--- src/rtl/cell_fb_pkg.sv ---
// ---------------------------------------------------------------------------
// cell_fb_pkg
// Shared definitions for the 40x30 one-bit cell framebuffer: grid geometry,
// command opcodes, the write-side FSM state encoding, the packed command
// word stored in the command FIFO and the cell address helper. The pixel
// driver imports the grid constants from here as well.
// ---------------------------------------------------------------------------
package cell_fb_pkg;

   // Grid geometry, sized to the command fields so bounds compares are exact.
   localparam logic [5:0]  GRID_COLS   = 6'd40;
   localparam logic [4:0]  GRID_ROWS   = 5'd30;
   localparam logic [10:0] TOTAL_CELLS = 11'd1200;
   localparam logic [10:0] LAST_CELL   = TOTAL_CELLS - 11'd1;

   typedef enum logic [1:0] {
      OP_WRITE = 2'd0,
      OP_CLEAR = 2'd1,
      OP_FILL  = 2'd2,
      OP_NOP   = 2'd3   // reserved, discarded silently
   } cmd_op_t;

   typedef enum logic [1:0] {
      ST_IDLE  = 2'd0,
      ST_WRITE = 2'd1,
      ST_SWEEP = 2'd2
   } state_t;

   // 14-bit command word held in the FIFO.
   typedef struct packed {
      cmd_op_t    op;
      logic [5:0] col;
      logic [4:0] row;
      logic       value;
   } cmd_t;

   // Row-major cell address, computed at 11 bits (max 1199, never wraps).
   function automatic logic [10:0] cell_addr(input logic [5:0] col,
                                             input logic [4:0] row);
      return ({6'd0, row} * {5'd0, GRID_COLS}) + {5'd0, col};
   endfunction

endpackage

--- src/rtl/cell_fb_writer_if.sv ---
// ---------------------------------------------------------------------------
// cell_fb_writer_if
// Valid/ready cell command channel into cell_fb_writer.
//   cmd_valid  command present            (master -> slave)
//   cmd_ready  FIFO can accept            (slave  -> master)
//   cmd_op     0 WRITE, 1 CLEAR_ALL, 2 FILL_ALL, 3 reserved
//   cmd_col    target column, WRITE only
//   cmd_row    target row, WRITE only
//   cmd_value  cell value, WRITE only
// ---------------------------------------------------------------------------
interface cell_fb_writer_if;
   logic       cmd_valid;
   logic       cmd_ready;
   logic [1:0] cmd_op;
   logic [5:0] cmd_col;
   logic [4:0] cmd_row;
   logic       cmd_value;

   modport master (output cmd_valid, cmd_op, cmd_col, cmd_row, cmd_value,
                   input  cmd_ready);
   modport slave  (input  cmd_valid, cmd_op, cmd_col, cmd_row, cmd_value,
                   output cmd_ready);
endinterface

--- src/rtl/cell_cmd_fifo.sv ---
// ---------------------------------------------------------------------------
// cell_cmd_fifo
// Synchronous FIFO for cell commands. The head entry is presented
// combinationally on pop_data, so a word pushed on edge N is visible from
// the cycle after N.
//   clk_74a    clock, rising edge
//   reset_n    asynchronous active-low reset (empties the FIFO)
//   push       write push_data (caller guarantees !full)
//   push_data  WIDTH-bit entry
//   pop        drop the head entry (caller guarantees !empty)
//   pop_data   head entry
//   full       no free entry
//   empty      no valid entry
// DEPTH must be a power of two, minimum 2.
// ---------------------------------------------------------------------------
module cell_cmd_fifo #(
   parameter int WIDTH = 14,
   parameter int DEPTH = 8
) (
   input  logic             clk_74a,
   input  logic             reset_n,
   input  logic             push,
   input  logic [WIDTH-1:0] push_data,
   input  logic             pop,
   output logic [WIDTH-1:0] pop_data,
   output logic             full,
   output logic             empty
);

   localparam int AW = $clog2(DEPTH);

   // One extra pointer bit tells full apart from empty.
   logic [AW:0]      wr_ptr;
   logic [AW:0]      rd_ptr;
   logic [WIDTH-1:0] mem [DEPTH];

   always_ff @(posedge clk_74a or negedge reset_n) begin
      if (!reset_n) begin
         wr_ptr <= '0;
         rd_ptr <= '0;
      end else begin
         // NOTE: state registers use non-blocking assignments so every flop
         // samples the pre-edge values regardless of statement order.
         if (push) wr_ptr <= wr_ptr + {{AW{1'b0}}, 1'b1};
         if (pop)  rd_ptr <= rd_ptr + {{AW{1'b0}}, 1'b1};
      end
   end

   // NOTE: the storage array is deliberately not reset; its contents are
   // only ever read behind the pointers, and leaving it unreset lets it map
   // onto plain RAM/LUT storage.
   always_ff @(posedge clk_74a) begin
      if (push) mem[wr_ptr[AW-1:0]] <= push_data;
   end

   assign pop_data = mem[rd_ptr[AW-1:0]];
   assign empty    = (wr_ptr == rd_ptr);
   assign full     = (wr_ptr[AW] != rd_ptr[AW]) &&
                     (wr_ptr[AW-1:0] == rd_ptr[AW-1:0]);

endmodule

--- src/rtl/cell_fb_writer.sv ---
// ---------------------------------------------------------------------------
// cell_fb_writer
// Write-side stage of the 40x30 one-bit cell framebuffer. Buffers cell
// commands in a FIFO and commits them to SRAM only during vertical
// blanking, so the pixel driver's display reads never see a write.
//   clk_74a       system clock, rising edge
//   reset_n       asynchronous active-low reset
//   in_vblank     vertical blanking, synchronous to clk_74a
//   cmd           command channel (cell_fb_writer_if.slave)
//   sram_addr     SRAM write address
//   sram_wr_en    one-cycle write strobe
//   sram_data_in  SRAM write data
//   sram_read_ok  low exactly on write cycles
//   busy          FIFO non-empty or FSM not idle
//   err_oob       one-cycle pulse when an out-of-bounds WRITE is dropped
// Optional (macro CELL_FB_STATS_EN):
//   oob_count     saturating count of err_oob pulses
//   sweep_count   wrapping count of completed CLEAR/FILL sweeps
// ---------------------------------------------------------------------------
module cell_fb_writer
   import cell_fb_pkg::*;
#(
   parameter int FIFO_DEPTH = 8
) (
   input  logic                clk_74a,
   input  logic                reset_n,
   input  logic                in_vblank,
   cell_fb_writer_if.slave     cmd,
   output logic [10:0]         sram_addr,
   output logic                sram_wr_en,
   output logic                sram_data_in,
   output logic                sram_read_ok,
   output logic                busy,
   output logic                err_oob
`ifdef CELL_FB_STATS_EN
   ,
   output logic [7:0]          oob_count,
   output logic [7:0]          sweep_count
`endif
);

   state_t            state, state_n;
   cmd_t              head;
   logic [$bits(cmd_t)-1:0] head_bits;
   logic              fifo_full, fifo_empty;
   logic              pop;
   logic [10:0]       addr_n;
   logic              data_n, wr_n, err_n, sweep_done;

   assign cmd.cmd_ready = ~fifo_full;

   cell_cmd_fifo #(
      .WIDTH ($bits(cmd_t)),
      .DEPTH (FIFO_DEPTH)
   ) u_fifo (
      .clk_74a   (clk_74a),
      .reset_n   (reset_n),
      .push      (cmd.cmd_valid & ~fifo_full),
      .push_data ({cmd.cmd_op, cmd.cmd_col, cmd.cmd_row, cmd.cmd_value}),
      .pop       (pop),
      .pop_data  (head_bits),
      .full      (fifo_full),
      .empty     (fifo_empty)
   );

   assign head = cmd_t'(head_bits);
   assign busy = ~fifo_empty | (state != ST_IDLE);

   // SRAM outputs are registered: the comb block computes the value each
   // output takes after the coming edge.
   always_comb begin
      // NOTE: every signal written here gets a default first, so no path
      // leaves one unassigned and no latch is inferred.
      state_n    = state;
      addr_n     = sram_addr;
      data_n     = sram_data_in;
      wr_n       = 1'b0;
      err_n      = 1'b0;
      pop        = 1'b0;
      sweep_done = 1'b0;

      unique case (state)
         ST_IDLE: begin
            if (in_vblank && !fifo_empty) begin
               pop = 1'b1;
               unique case (head.op)
                  OP_WRITE: begin
                     if (head.col < GRID_COLS && head.row < GRID_ROWS) begin
                        addr_n  = cell_addr(head.col, head.row);
                        data_n  = head.value;
                        state_n = ST_WRITE;
                     end else begin
                        err_n = 1'b1;
                     end
                  end
                  OP_CLEAR, OP_FILL: begin
                     addr_n  = '0;
                     data_n  = (head.op == OP_FILL);
                     state_n = ST_SWEEP;
                  end
                  default: ;   // reserved op: discard
               endcase
            end
         end

         // A WRITE popped as vblank fell parks here until the next vblank.
         ST_WRITE: begin
            if (in_vblank) begin
               wr_n    = 1'b1;
               state_n = ST_IDLE;
            end
         end

         // sram_wr_en high means the current address is being written this
         // cycle, so the address only advances once that write is done; a
         // vblank gap then holds the next, not-yet-written address.
         ST_SWEEP: begin
            if (sram_wr_en) begin
               if (sram_addr == LAST_CELL) begin
                  state_n    = ST_IDLE;
                  sweep_done = 1'b1;
               end else begin
                  addr_n = sram_addr + 11'd1;
                  wr_n   = in_vblank;
               end
            end else begin
               wr_n = in_vblank;
            end
         end

         default: state_n = ST_IDLE;
      endcase
   end

   always_ff @(posedge clk_74a or negedge reset_n) begin
      if (!reset_n) begin
         state        <= ST_IDLE;
         sram_addr    <= '0;
         sram_data_in <= 1'b0;
         sram_wr_en   <= 1'b0;
         sram_read_ok <= 1'b1;
         err_oob      <= 1'b0;
      end else begin
         state        <= state_n;
         sram_addr    <= addr_n;
         sram_data_in <= data_n;
         sram_wr_en   <= wr_n;
         sram_read_ok <= ~wr_n;
         err_oob      <= err_n;
      end
   end

`ifdef CELL_FB_STATS_EN
   always_ff @(posedge clk_74a or negedge reset_n) begin
      if (!reset_n) begin
         oob_count   <= '0;
         sweep_count <= '0;
      end else begin
         if (err_n && oob_count != 8'hFF) oob_count <= oob_count + 8'd1;
         if (sweep_done)                  sweep_count <= sweep_count + 8'd1;
      end
   end
`endif

endmodule

--- src/flat_wrapper.sv ---
// flat-port wrapper written by rule: the top's interface ports become plain ports
module cell_fb_writer_flat import cell_fb_pkg::*;
#(
   parameter int FIFO_DEPTH = 8
)
  (clk_74a, reset_n, in_vblank, sram_addr, sram_wr_en, sram_data_in, sram_read_ok, busy, err_oob, cmd_cmd_valid, cmd_cmd_op, cmd_cmd_col, cmd_cmd_row, cmd_cmd_value, cmd_cmd_ready);
  cell_fb_writer_if cmd_i ();
  input  logic clk_74a;
  input  logic reset_n;
  input  logic in_vblank;
  output logic [10:0] sram_addr;
  output logic sram_wr_en;
  output logic sram_data_in;
  output logic sram_read_ok;
  output logic busy;
  output logic err_oob;
  input wire logic [$bits(cmd_i.cmd_valid)-1:0] cmd_cmd_valid;
  input wire logic [$bits(cmd_i.cmd_op)-1:0] cmd_cmd_op;
  input wire logic [$bits(cmd_i.cmd_col)-1:0] cmd_cmd_col;
  input wire logic [$bits(cmd_i.cmd_row)-1:0] cmd_cmd_row;
  input wire logic [$bits(cmd_i.cmd_value)-1:0] cmd_cmd_value;
  output wire logic [$bits(cmd_i.cmd_ready)-1:0] cmd_cmd_ready;
  assign cmd_i.cmd_valid = cmd_cmd_valid;
  assign cmd_i.cmd_op = cmd_cmd_op;
  assign cmd_i.cmd_col = cmd_cmd_col;
  assign cmd_i.cmd_row = cmd_cmd_row;
  assign cmd_i.cmd_value = cmd_cmd_value;
  assign cmd_cmd_ready = cmd_i.cmd_ready;
  cell_fb_writer #(.FIFO_DEPTH(FIFO_DEPTH)) u_core (.clk_74a(clk_74a), .reset_n(reset_n), .in_vblank(in_vblank), .cmd(cmd_i), .sram_addr(sram_addr), .sram_wr_en(sram_wr_en), .sram_data_in(sram_data_in), .sram_read_ok(sram_read_ok), .busy(busy), .err_oob(err_oob));
endmodule
--- config.mk ---
export PLATFORM = sky130hd
export DESIGN_NAME = cell_fb_writer_flat
export DESIGN_NICKNAME = d
export VERILOG_FILES = /design/src/rtl/cell_fb_pkg.sv /design/src/rtl/cell_fb_writer_if.sv /design/src/rtl/cell_cmd_fifo.sv /design/src/rtl/cell_fb_writer.sv /design/src/flat_wrapper.sv
export SDC_FILE = /design/constraint.sdc
export NUM_CORES = 1
export LEC_CHECK = 0
export ABC_AREA = 1
export CAP_MARGIN = 20
export CORE_MARGIN = 2
export CORE_UTILIZATION = 50
export DETAILED_ROUTE_END_ITERATION = 16
export PLACE_DENSITY_LB_ADDON = 0.08
export SYNTH_ARGS = -nofsm -noshare
export SYNTH_HDL_FRONTEND = slang
export SYNTH_SLANG_ARGS = --single-unit
--- constraint.sdc ---
create_clock -name clk_74a -period 7.35 [get_ports clk_74a]
set_clock_uncertainty 0.1 [all_clocks]
set_input_delay 1.47 -clock clk_74a [delete_from_list [all_inputs] [get_ports clk_74a]]
set_output_delay 1.47 -clock clk_74a [all_outputs]
set_load 0.01 [all_outputs]
# Word level (Yosys, flattened, before mapping)
# Memory sizes are Yosys's and may differ from the RTL's.
# Cells that the tools add are included.
# classes
n_reduce_logical	13
add_sub_neg	4
mul	1
n_bitwise	5
eq_ne	16
n_lt_le_gt_ge	2
n_div	0
n_mux	27
shifts	0
# ops
op	count
11-bit 2-to-1 mux	4
11-bit one-hot mux with 2 select lines	2
1-bit 2-to-1 mux	12
6-bit AND reduction	2
11-bit by 1-bit adder with 11-bit output (second input constant)	1
11-bit by 6-bit adder with 11-bit output	1
11-bit equality test (second input constant)	1
2-bit 2-to-1 mux	5
4-bit by 1-bit adder with 4-bit output (second input constant)	2
5-bit by 3-bit multiplier with 8-bit output (second input constant)	1
2-bit by 1-bit inequality test with 1-bit output (second input constant)	4
6-bit less-than comparator (second input constant)	1
2-bit one-hot mux with 3 select lines	1
2-bit nonzero test	3
5-bit less-than comparator (second input constant)	1
2-bit by 1-bit equality test with 1-bit output (second input constant)	2
2-bit equality test (second input constant)	2
4-bit equality test	1
2-bit zero test	2
2-bit inequality test (second input constant)	2
1-bit one-hot mux with 2 select lines	2
2-bit one-hot mux with 2 select lines	1
4-bit AND reduction	1
3-bit equality test	1
other kinds (9)	13
# word_totals
latchBits	0
output_inout_bits	17
regBits	25
word_cells	77
n_memories	1
input_bits	18
mem_bits_ro	0
mem_bits_rw	112
# mem_list
memory	depth	word_bits	rd	rd_clocked_by_memory_dff	write_ports	line_no	source
u_core.u_fifo.mem	8	14	1	0	1	cell_cmd_fifo.sv:35	logic [WIDTH-1:0] mem [DEPTH];

# Longest topological paths before layout
# Gate-level depths: netlist (run 1).
# An unclocked memory read counts as a cell.
# logic_depth
depth_word	7
depth_mapped	22
depth_no_buf	19

# Hierarchy
# A second synthesis (run 1) with hierarchy kept.
# unflattened
hier_cells	775
area_unflattened_um2	6920.4
# by_module_without_submodules
mod	cells_per_inst	instances	area_per_inst_um2	seq_area_each_um2
cell_cmd_fifo	539	1	5342.6	3563.4
cell_fb_writer	236	1	1577.8	426.7

# Least setup slack after synthesis (run 1)
# Ideal clock, no wire load.
# synth_timing
path_kind	register to register
startpoint	register u_core.u_fifo.rd_ptr[0]
endpoint	register u_core.sram_addr[10]
period_less_slack_ps	3134
stages_incl_launch_ff	23
setup_time_ps	65
path_buffers	5
required_time_ps	7185
arrival_ps	2969
path_slack_ps	4216
path_cell_list	dfrtp_1 > buf_4 > inv_2 > buf_6 > buf_6 > buf_4 > buf_2 > nor2_1 > o22ai_1 > nor2_1 > a31oi_1 > ha_1 > ha_1 > inv_1 > fa_1 > xor2_1 > nor3_1 > nand3_1 > nand2_1 > nand2_1 > nand2_1 > nand2_1 > nand2_1
# synth_between
elab_chain_len	7
elab_cells_between_ends	21
classes_between	1 x add/sub; 1 x mul; 2 x order compare; 6 x eq/ne; 4 x mux; 6 x reduce/logical; 1 x memory
# synth_lines
item	line_no	source
start, declared	cell_cmd_fifo.sv:34	logic [AW:0] rd_ptr;
start signal, assigned	cell_cmd_fifo.sv:45	if (pop) rd_ptr <= rd_ptr + {{AW{1'b0}}, 1'b1};
memory read 8 x 14 bit	--	
5-bit by 3-bit multiplier with 8-bit output	cell_fb_pkg.sv:40	return ({6'd0, row} * {5'd0, GRID_COLS}) + {5'd0, col};
11-bit by 6-bit adder with 11-bit output	cell_fb_pkg.sv:40	
11-bit 2-to-1 mux	cell_fb_writer.sv:88	if (head.col < GRID_COLS && head.row < GRID_ROWS) begin
11-bit one-hot mux with 2 select lines	cell_fb_writer.sv:86	unique case (head.op)
11-bit 2-to-1 mux	cell_fb_writer.sv:84	if (in_vblank && !fifo_empty) begin
11-bit one-hot mux with 2 select lines	cell_fb_writer.sv:82	unique case (state)
end signal, assigned	cell_fb_writer.sv:145	sram_addr <= addr_n;
end, declared	cell_fb_writer.sv:29	output logic [10:0] sram_addr,
# Parallel ways exist; a longest one is shown, timed or not. The select of a mux whose other input is x is not followed.
# A chain may end at the register's enable or synchronous reset.

# Final worst setup path (run 1)
# Ends and elaborated chain as after synthesis.

==> impl_metrics.env, run 1 <==
export IMPL_cts_resized=0
export IMPL_fin_cells=878
export IMPL_hold_end="u_core.sram_data_in$_DFFE_PN0P_"
export IMPL_numCtsBuffers=17
export IMPL_ys_types=31
export IMPL_swShare=0.411
export IMPL_tightest_slew_ps=1060
export IMPL_grt_antenna_before_repair=0
export IMPL_synth_area_leaders="edfxtp_1 52%, nand2_1 10%, dfrtp_1 9.3%"
export IMPL_sequentialPowerShare=0.298
export IMPL_cpMaxStageDelayCell="inv_2"
export IMPL_yosysSeqAreaShare=0.616
export IMPL_wl_per_cell_um=15.7
export IMPL_worstHoldPathType="reg2reg"
export IMPL_pin_count=35
export IMPL_cts_clk_slew_worst_paths_ps=60
export IMPL_required_ps=7620
export IMPL_min_period_over_period=0.545
export IMPL_cp_max_fo=61
export IMPL_drt_iter0_markers=314
export IMPL_hold_start="u_core.sram_data_in$_DFFE_PN0P_"
export IMPL_grt_ovfl_total=0
export IMPL_ant_nets=0
export IMPL_cp_start_kind="flop"
export IMPL_place_gp_congestion=0.815
export IMPL_cap_violations=0
export IMPL_r2r_cells=19
export IMPL_grt_pass1_wl_um=22100
export IMPL_fillerInstances=1100
export IMPL_viasPerCell=5.19
export IMPL_dp_cells=846
export IMPL_p_comb_frac=0.467
export IMPL_fmax_ghz=0.250
export IMPL_power_internal_mw=2.19
export IMPL_clock_sinks=137
export IMPL_die_h_um=118
export IMPL_chipWidth_um=118
export IMPL_crit_buf_inv=4
export IMPL_synth_fp_nets=692
export IMPL_start_util=0.513
export IMPL_first_global_vias=4278
export IMPL_slew_viol_final=0
export IMPL_rows=41
export IMPL_timing_final_hold_violations=0
export IMPL_multiInputGateArea_um2=2040
export IMPL_htreeDepth=4
export IMPL_clkPwrFrac=0.235
export IMPL_p_leak_nw=3.17
export IMPL_max_slew_margin_rel=0.296
export IMPL_cts_tree="yes"
export IMPL_cts_root_buffer="clkbuf_16"
export IMPL_port_buffers=34
export IMPL_yosys_area_top_type="edfxtp_1"
export IMPL_crit_path_frequent_cell="nand2_1"
export IMPL_p_per_area_nw_per_um2=490
export IMPL_r2r_setup_slack_ps=3350
export IMPL_critPathArrivalTime_ps=4270
export IMPL_cp_cell_sequence="buf_4 > inv_2 > nand2_1 > nand3_1 > nand3_1 > nand2_1 > inv_1 > ha_1 > ha_1 > inv_1 > fa_1 > xor2_1 > nor3_1 > nand3_1 > nand2_1 > nand2_1 > nand2_1 > nand2_1 > nand2_1"
export IMPL_vias=4560
export IMPL_synth_main_ff_cell="edfxtp_1"
export IMPL_drc_errors=0
export IMPL_layout_area_seq_um2=3990
export IMPL_setup_violations=0
export IMPL_syn_avg_cell_area_um2=9.89
export IMPL_dieArea_um2=13900
export IMPL_switchingPower_mw=1.52
export IMPL_hold_buffers=0
export IMPL_totalWireLength_um=13700
export IMPL_rr_startpoint="u_core.u_fifo.rd_ptr[0]$_DFFE_PN0P_"
export IMPL_critPathKind="reg2reg"
export IMPL_synth_top_area_frac=0.519
export IMPL_synthArstFlopShare=0.182
export IMPL_hold_path_depth=2
export IMPL_cp_top_family="buffers and inverters"
export IMPL_cts_path_max_buffers=2
export IMPL_ys_ff_latch=137
export IMPL_final_setup_tns_ps=0
export IMPL_netlist_instances=655
export IMPL_syn_area_um2=6480
export IMPL_core_area_um2=12600
export IMPL_synth_edf_count=112
export IMPL_peakVddDrop_mv=0.199
export IMPL_drive_above_1_share=0.0708
export IMPL_status="finished, final reports clean"
export IMPL_clk_latency_ps=430
export IMPL_antennaDiodeCount=0
export IMPL_critPathCaptureType="flop"
export IMPL_grt_usage=0.209
export IMPL_r2r_end="u_core.sram_addr[10]$_DFFE_PN0P_"
export IMPL_area_growth_pct=16.9
export IMPL_fin_util=0.600
export IMPL_finalNetCount=730
export IMPL_rsz0062_at_grt="no"
export IMPL_first_pass_iters=5
export IMPL_period_minus_slack_ps=4000
export IMPL_hpwlAfterDp_um=8730
export IMPL_yosysWarnings=0
export IMPL_cpPeakStageDelay_ps=760
export IMPL_grt_max_degree=62
export IMPL_total_power_mw=3.71
export IMPL_cts_setup_buffers=0
flip-flops by register name, indices dropped and copies added (netlist names):
register,flops
u_core.u_fifo.mem,112
u_core.sram_addr,11
u_core.u_fifo.rd_ptr,4
u_core.u_fifo.wr_ptr,4
u_core.state,2
u_core.err_oob,1
u_core.sram_data_in,1
u_core.sram_read_ok,1
u_core.sram_wr_en,1
cells in the mapped netlist (all sizes together) (4+ instances only):
library cell	n
a22o	4
nor2	65
xnor2	4
ha	17
a21oi	8
nor3	6
buf	19
clkbuf	7
nand3	53
nand2	179
dfrtp	24
xor2	10
edfxtp	112
o22ai	7
inv	79
o21ai	41
routing by layer:
metal  global-route usage  vias to the layer above  wire length (um)
met5                    0                        -                 0
met4               0.0768                        0               200
met3               0.0533                       17               548
met2                0.336                      111              6660
met1                0.277                     2180              6330
li1                     -                     2252                 -
worst max-delay path by stage:
stage          depth (start not counted)                          endpoint                                start  slack, ps
6_report                              19  u_core.sram_addr[10]$_DFFE_PN0P_  u_core.u_fifo.rd_ptr[0]$_DFFE_PN0P_       3350
3_5_place_dp                          19  u_core.sram_addr[10]$_DFFE_PN0P_  u_core.u_fifo.rd_ptr[0]$_DFFE_PN0P_       3370
2_1_floorplan                         22  u_core.sram_addr[10]$_DFFE_PN0P_  u_core.u_fifo.rd_ptr[0]$_DFFE_PN0P_       4220
3_3_place_gp                          19   u_core.sram_addr[9]$_DFFE_PN0P_  u_core.u_fifo.rd_ptr[0]$_DFFE_PN0P_       3490
5_1_grt                               20  u_core.sram_addr[10]$_DFFE_PN0P_  u_core.u_fifo.rd_ptr[0]$_DFFE_PN0P_       2940
4_1_cts                               19  u_core.sram_addr[10]$_DFFE_PN0P_  u_core.u_fifo.rd_ptr[0]$_DFFE_PN0P_       3340
cell type report:
cell class,count,area share
well taps,172,0.0284
clock buffers,17,0.0561
flip-flops and latches,137,0.527
inverters,79,0.0391
multi-input cells,413,0.270
clock inverters,15,0.0241
repair buffers,45,0.0558
cells in the final DEF (no fill, tap or decap), drive strengths merged:
| master | n |
|---|---|
| a31oi | 3 |
| a21oi | 8 |
| dfrtp | 24 |
| clkbuf | 17 |
| clkinv | 8 |
| o21ai | 41 |
| nand3 | 53 |
| xor2 | 10 |
| nor2 | 65 |
| bufinv | 4 |
| o211ai | 2 |
| inv | 79 |
| edfxtp | 112 |
| nand2 | 179 |
| dfstp | 1 |
| a22o | 4 |
| or2 | 2 |
| clkinvlp | 3 |
| o31ai | 1 |
| nand3b | 3 |
| ha | 17 |
| buf | 11 |
| xnor2 | 4 |
| o22ai | 7 |
| fa | 2 |
| clkdlybuf4s50 | 34 |
| o221ai | 3 |
| nor3 | 6 |
| nand4 | 3 |
tightest hold or removal path, cell delays in order (launching register included):
cell	delay, ps
dfrtp_1	350
nand2_1	60
nand2_1	50
cells by family (layout without fill, tap and decap cells):
kind of cell    count (synthesis)  count (layout)  share of synthesized area
compound gates                 69              69                     0.0610
xor+xnor                       14              14                     0.0189
fa+ha+maj                      19              19                     0.0390
buf+inv                       105             156                     0.0689
flops                         137             137                      0.616
simple gates                  311             311                      0.196
power by group through the flow:
stage	registers (mW)	logic, mW	clock network, mW
2_1_floorplan	1.10	1.31	0
3_5_place_dp	1.12	1.73	0
3_3_place_gp	1.12	1.69	0
4_1_cts	1.11	1.74	0.884
6_report	1.11	1.73	0.873
5_1_grt	1.12	1.98	0.921
per-stage QoR:
stage                     setup WS (ps)  hold WS [ps]  cell area (um^2)
after global placement             3490           375              6970
after floorplan                    4220           362              6480
after detailed placement           3370           374              6970
final                              3350           384              7580
after CTS                          3340           388              7580
after global routing               2940           414              7580
(Power assumes the default switching activity.)
==> inputs of run 2 (changes only) <==
Clock period 7.35 ns to 3.6 ns, I/O delays scaled along.
==> run 2 against run 1 <==
  * Fmax grew 25%
  * Global-route usage increased by 0.43 points
  * Die area stayed put
  * Final area grew 1.3%
  * Critical endpoint is now u_core.sram_addr[2]$_DFFE_PN0P_
  * Clock power grew 100%
  * Power rose by 110%
==> impl_metrics.env, run 2 (synthesis gave the netlist of run 1 again) <==
export IMPL_die_h_um=118
export IMPL_setup_violations=0
export IMPL_cp_max_fo=38
export IMPL_finalNetCount=738
export IMPL_start_util=0.513
export IMPL_crit_path_frequent_cell="buf_4"
export IMPL_pin_count=35
export IMPL_p_per_area_nw_per_um2=1000
export IMPL_drt_iter0_markers=367
export IMPL_cts_root_buffer="clkbuf_16"
export IMPL_cp_cell_sequence="buf_4 > buf_4 > o21ai_0 > o22ai_1 > inv_1 > o21ai_1 > inv_1 > ha_1 > nor2_1 > buf_4 > nand3_1 > nand2_1 > nand3_1 > nand2_1"
export IMPL_numCtsBuffers=17
export IMPL_dieArea_um2=13900
export IMPL_grt_antenna_before_repair=0
export IMPL_rsz0062_at_grt="no"
export IMPL_htreeDepth=4
export IMPL_grt_usage=0.214
export IMPL_swShare=0.408
export IMPL_slew_viol_final=0
export IMPL_ant_nets=0
export IMPL_required_ps=3850
export IMPL_fillerInstances=1083
export IMPL_p_leak_nw=3.23
export IMPL_wl_per_cell_um=15.8
export IMPL_critPathArrivalTime_ps=3450
export IMPL_min_period_over_period=0.889
export IMPL_grt_pass1_wl_um=22600
export IMPL_totalWireLength_um=14000
export IMPL_rows=41
export IMPL_area_growth_pct=18.5
export IMPL_port_buffers=34
export IMPL_place_gp_congestion=0.823
export IMPL_worstHoldPathType="reg2reg"
export IMPL_sequentialPowerShare=0.288
export IMPL_status="finished, final reports clean"
export IMPL_use_met3=0.0446
export IMPL_peakVddDrop_mv=0.412
export IMPL_drc_errors=0
export IMPL_drive_above_1_share=0.0812
export IMPL_met1_usage=0.285
export IMPL_switchingPower_mw=3.14
export IMPL_tightest_slew_ps=608
export IMPL_p_comb_frac=0.481
export IMPL_max_slew_margin_rel=0.593
export IMPL_cpPeakStageDelay_ps=400
export IMPL_use_met2=0.343
export IMPL_hpwlAfterDp_um=9160
export IMPL_chipWidth_um=118
export IMPL_clkPwrFrac=0.231
export IMPL_viasPerCell=5.14
export IMPL_grt_max_degree=57
export IMPL_clock_sinks=137
export IMPL_total_power_mw=7.71
export IMPL_clk_latency_ps=420
export IMPL_cts_tree="yes"
export IMPL_first_pass_iters=5
export IMPL_power_internal_mw=4.57
export IMPL_grt_busiest_layer="met2"
export IMPL_grt_ovfl_total=0
export IMPL_final_common_cell="nand2_1"
export IMPL_vias=4557
export IMPL_period_minus_slack_ps=3200
export IMPL_cap_violations=0
export IMPL_core_area_um2=12600
export IMPL_antennaDiodeCount=0
export IMPL_critPathCaptureType="flop"
export IMPL_mostFrequentLayoutCells="176 x nand2_1, 112 x edfxtp_1, 77 x inv_1"
export IMPL_fin_util=0.608
export IMPL_critPathKind="reg2reg"
export IMPL_final_setup_tns_ps=0
export IMPL_cts_resized=0
export IMPL_hold_buffers=0
export IMPL_timing_final_hold_violations=0
export IMPL_cts_clk_slew_worst_paths_ps=60
export IMPL_cp_start_kind="flop"
export IMPL_multiInputGateArea_um2=2040
export IMPL_first_global_vias=4379
export IMPL_largest_register_ffs=112
export IMPL_cpMaxStageDelayCell="nor2_1"
export IMPL_layout_area_seq_um2=3990
export IMPL_fmax_ghz=0.313
export IMPL_cts_path_max_buffers=2
export IMPL_cts_setup_buffers=0
[run 2: changes by cell type in the layout (fill, tap and decap cells not counted)]
cell / change
clkinv_1: -1
clkbuf_1: +1
buf_12: +3
buf_4: +5
clkinv_4: +1
clkinvlp_4: -1
[run 2: critical path: cells and delay by family (launching register included)]
| family | cells | cell delay [ps] |
|---|---|---|
| AOI/OAI and AO/OA | 3 | 530 |
| and+or+nand+nor | 5 | 760 |
| adders and majority gates | 1 | 390 |
| DFF | 1 | 370 |
| buffers and inverters | 5 | 970 |
[run 2: path summary, 6_finish.rpt]
kind                                                      from                                   to  slack (ps)  depth (start not counted)
max in group asynchronous                              reset_n        u_core.sram_read_ok$_DFF_PN1_        2520                          2
max                        u_core.u_fifo.rd_ptr[0]$_DFFE_PN0P_      u_core.sram_addr[2]$_DFFE_PN0P_         400                         14
min in group asynchronous                              reset_n     u_core.sram_addr[10]$_DFFE_PN0P_         580                          2
max reg2reg                u_core.u_fifo.rd_ptr[0]$_DFFE_PN0P_      u_core.sram_addr[2]$_DFFE_PN0P_         400                         14
min                        u_core.u_fifo.wr_ptr[3]$_DFFE_PN0P_  u_core.u_fifo.wr_ptr[3]$_DFFE_PN0P_         380                          1
min reg2reg                u_core.u_fifo.wr_ptr[3]$_DFFE_PN0P_  u_core.u_fifo.wr_ptr[3]$_DFFE_PN0P_         380                          1
[run 2: cell type report]
class	count	area share
sequential	137	0.520
multi-input combinational	413	0.266
timing repair buffer	53	0.0678
clock buffer	18	0.0559
inverter	79	0.0386
tap	172	0.0280
clock inverter	14	0.0235
[run 2: stage by stage]
| stage | hold slack [ps] | instances | area [um^2] | setup WS [ps] |
|---|---|---|---|---|
| floorplan | 324 | 655 | 6480 | 466 |
| global placement | 367 | 854 | 7070 | 513 |
| detailed placement | 376 | 854 | 7070 | 463 |
| CTS | 388 | 886 | 7680 | 398 |
| global route | 401 | 886 | 7680 | 116 |
| finish | 384 | 886 | 7680 | 400 |
[run 2: per-layer routing]
| layer | vias to the layer above | wire [um] |
|---|---|---|
| met5 | - | 0 |
| met4 | 0 | 259 |
| met3 | 18 | 581 |
| met2 | 110 | 6810 |
| met1 | 2165 | 6380 |
| li1 | 2264 | - |
[run 2: power by group through the flow]
| stage | sequential, mW | clock, mW | combinational (mW) |
|---|---|---|---|
| 2_1_floorplan | 2.24 | 0 | 2.68 |
| 3_3_place_gp | 2.24 | 0 | 3.61 |
| 3_5_place_dp | 2.25 | 0 | 3.70 |
| 4_1_cts | 2.22 | 1.81 | 3.73 |
| 5_1_grt | 2.25 | 1.88 | 4.23 |
| 6_report | 2.22 | 1.78 | 3.71 |
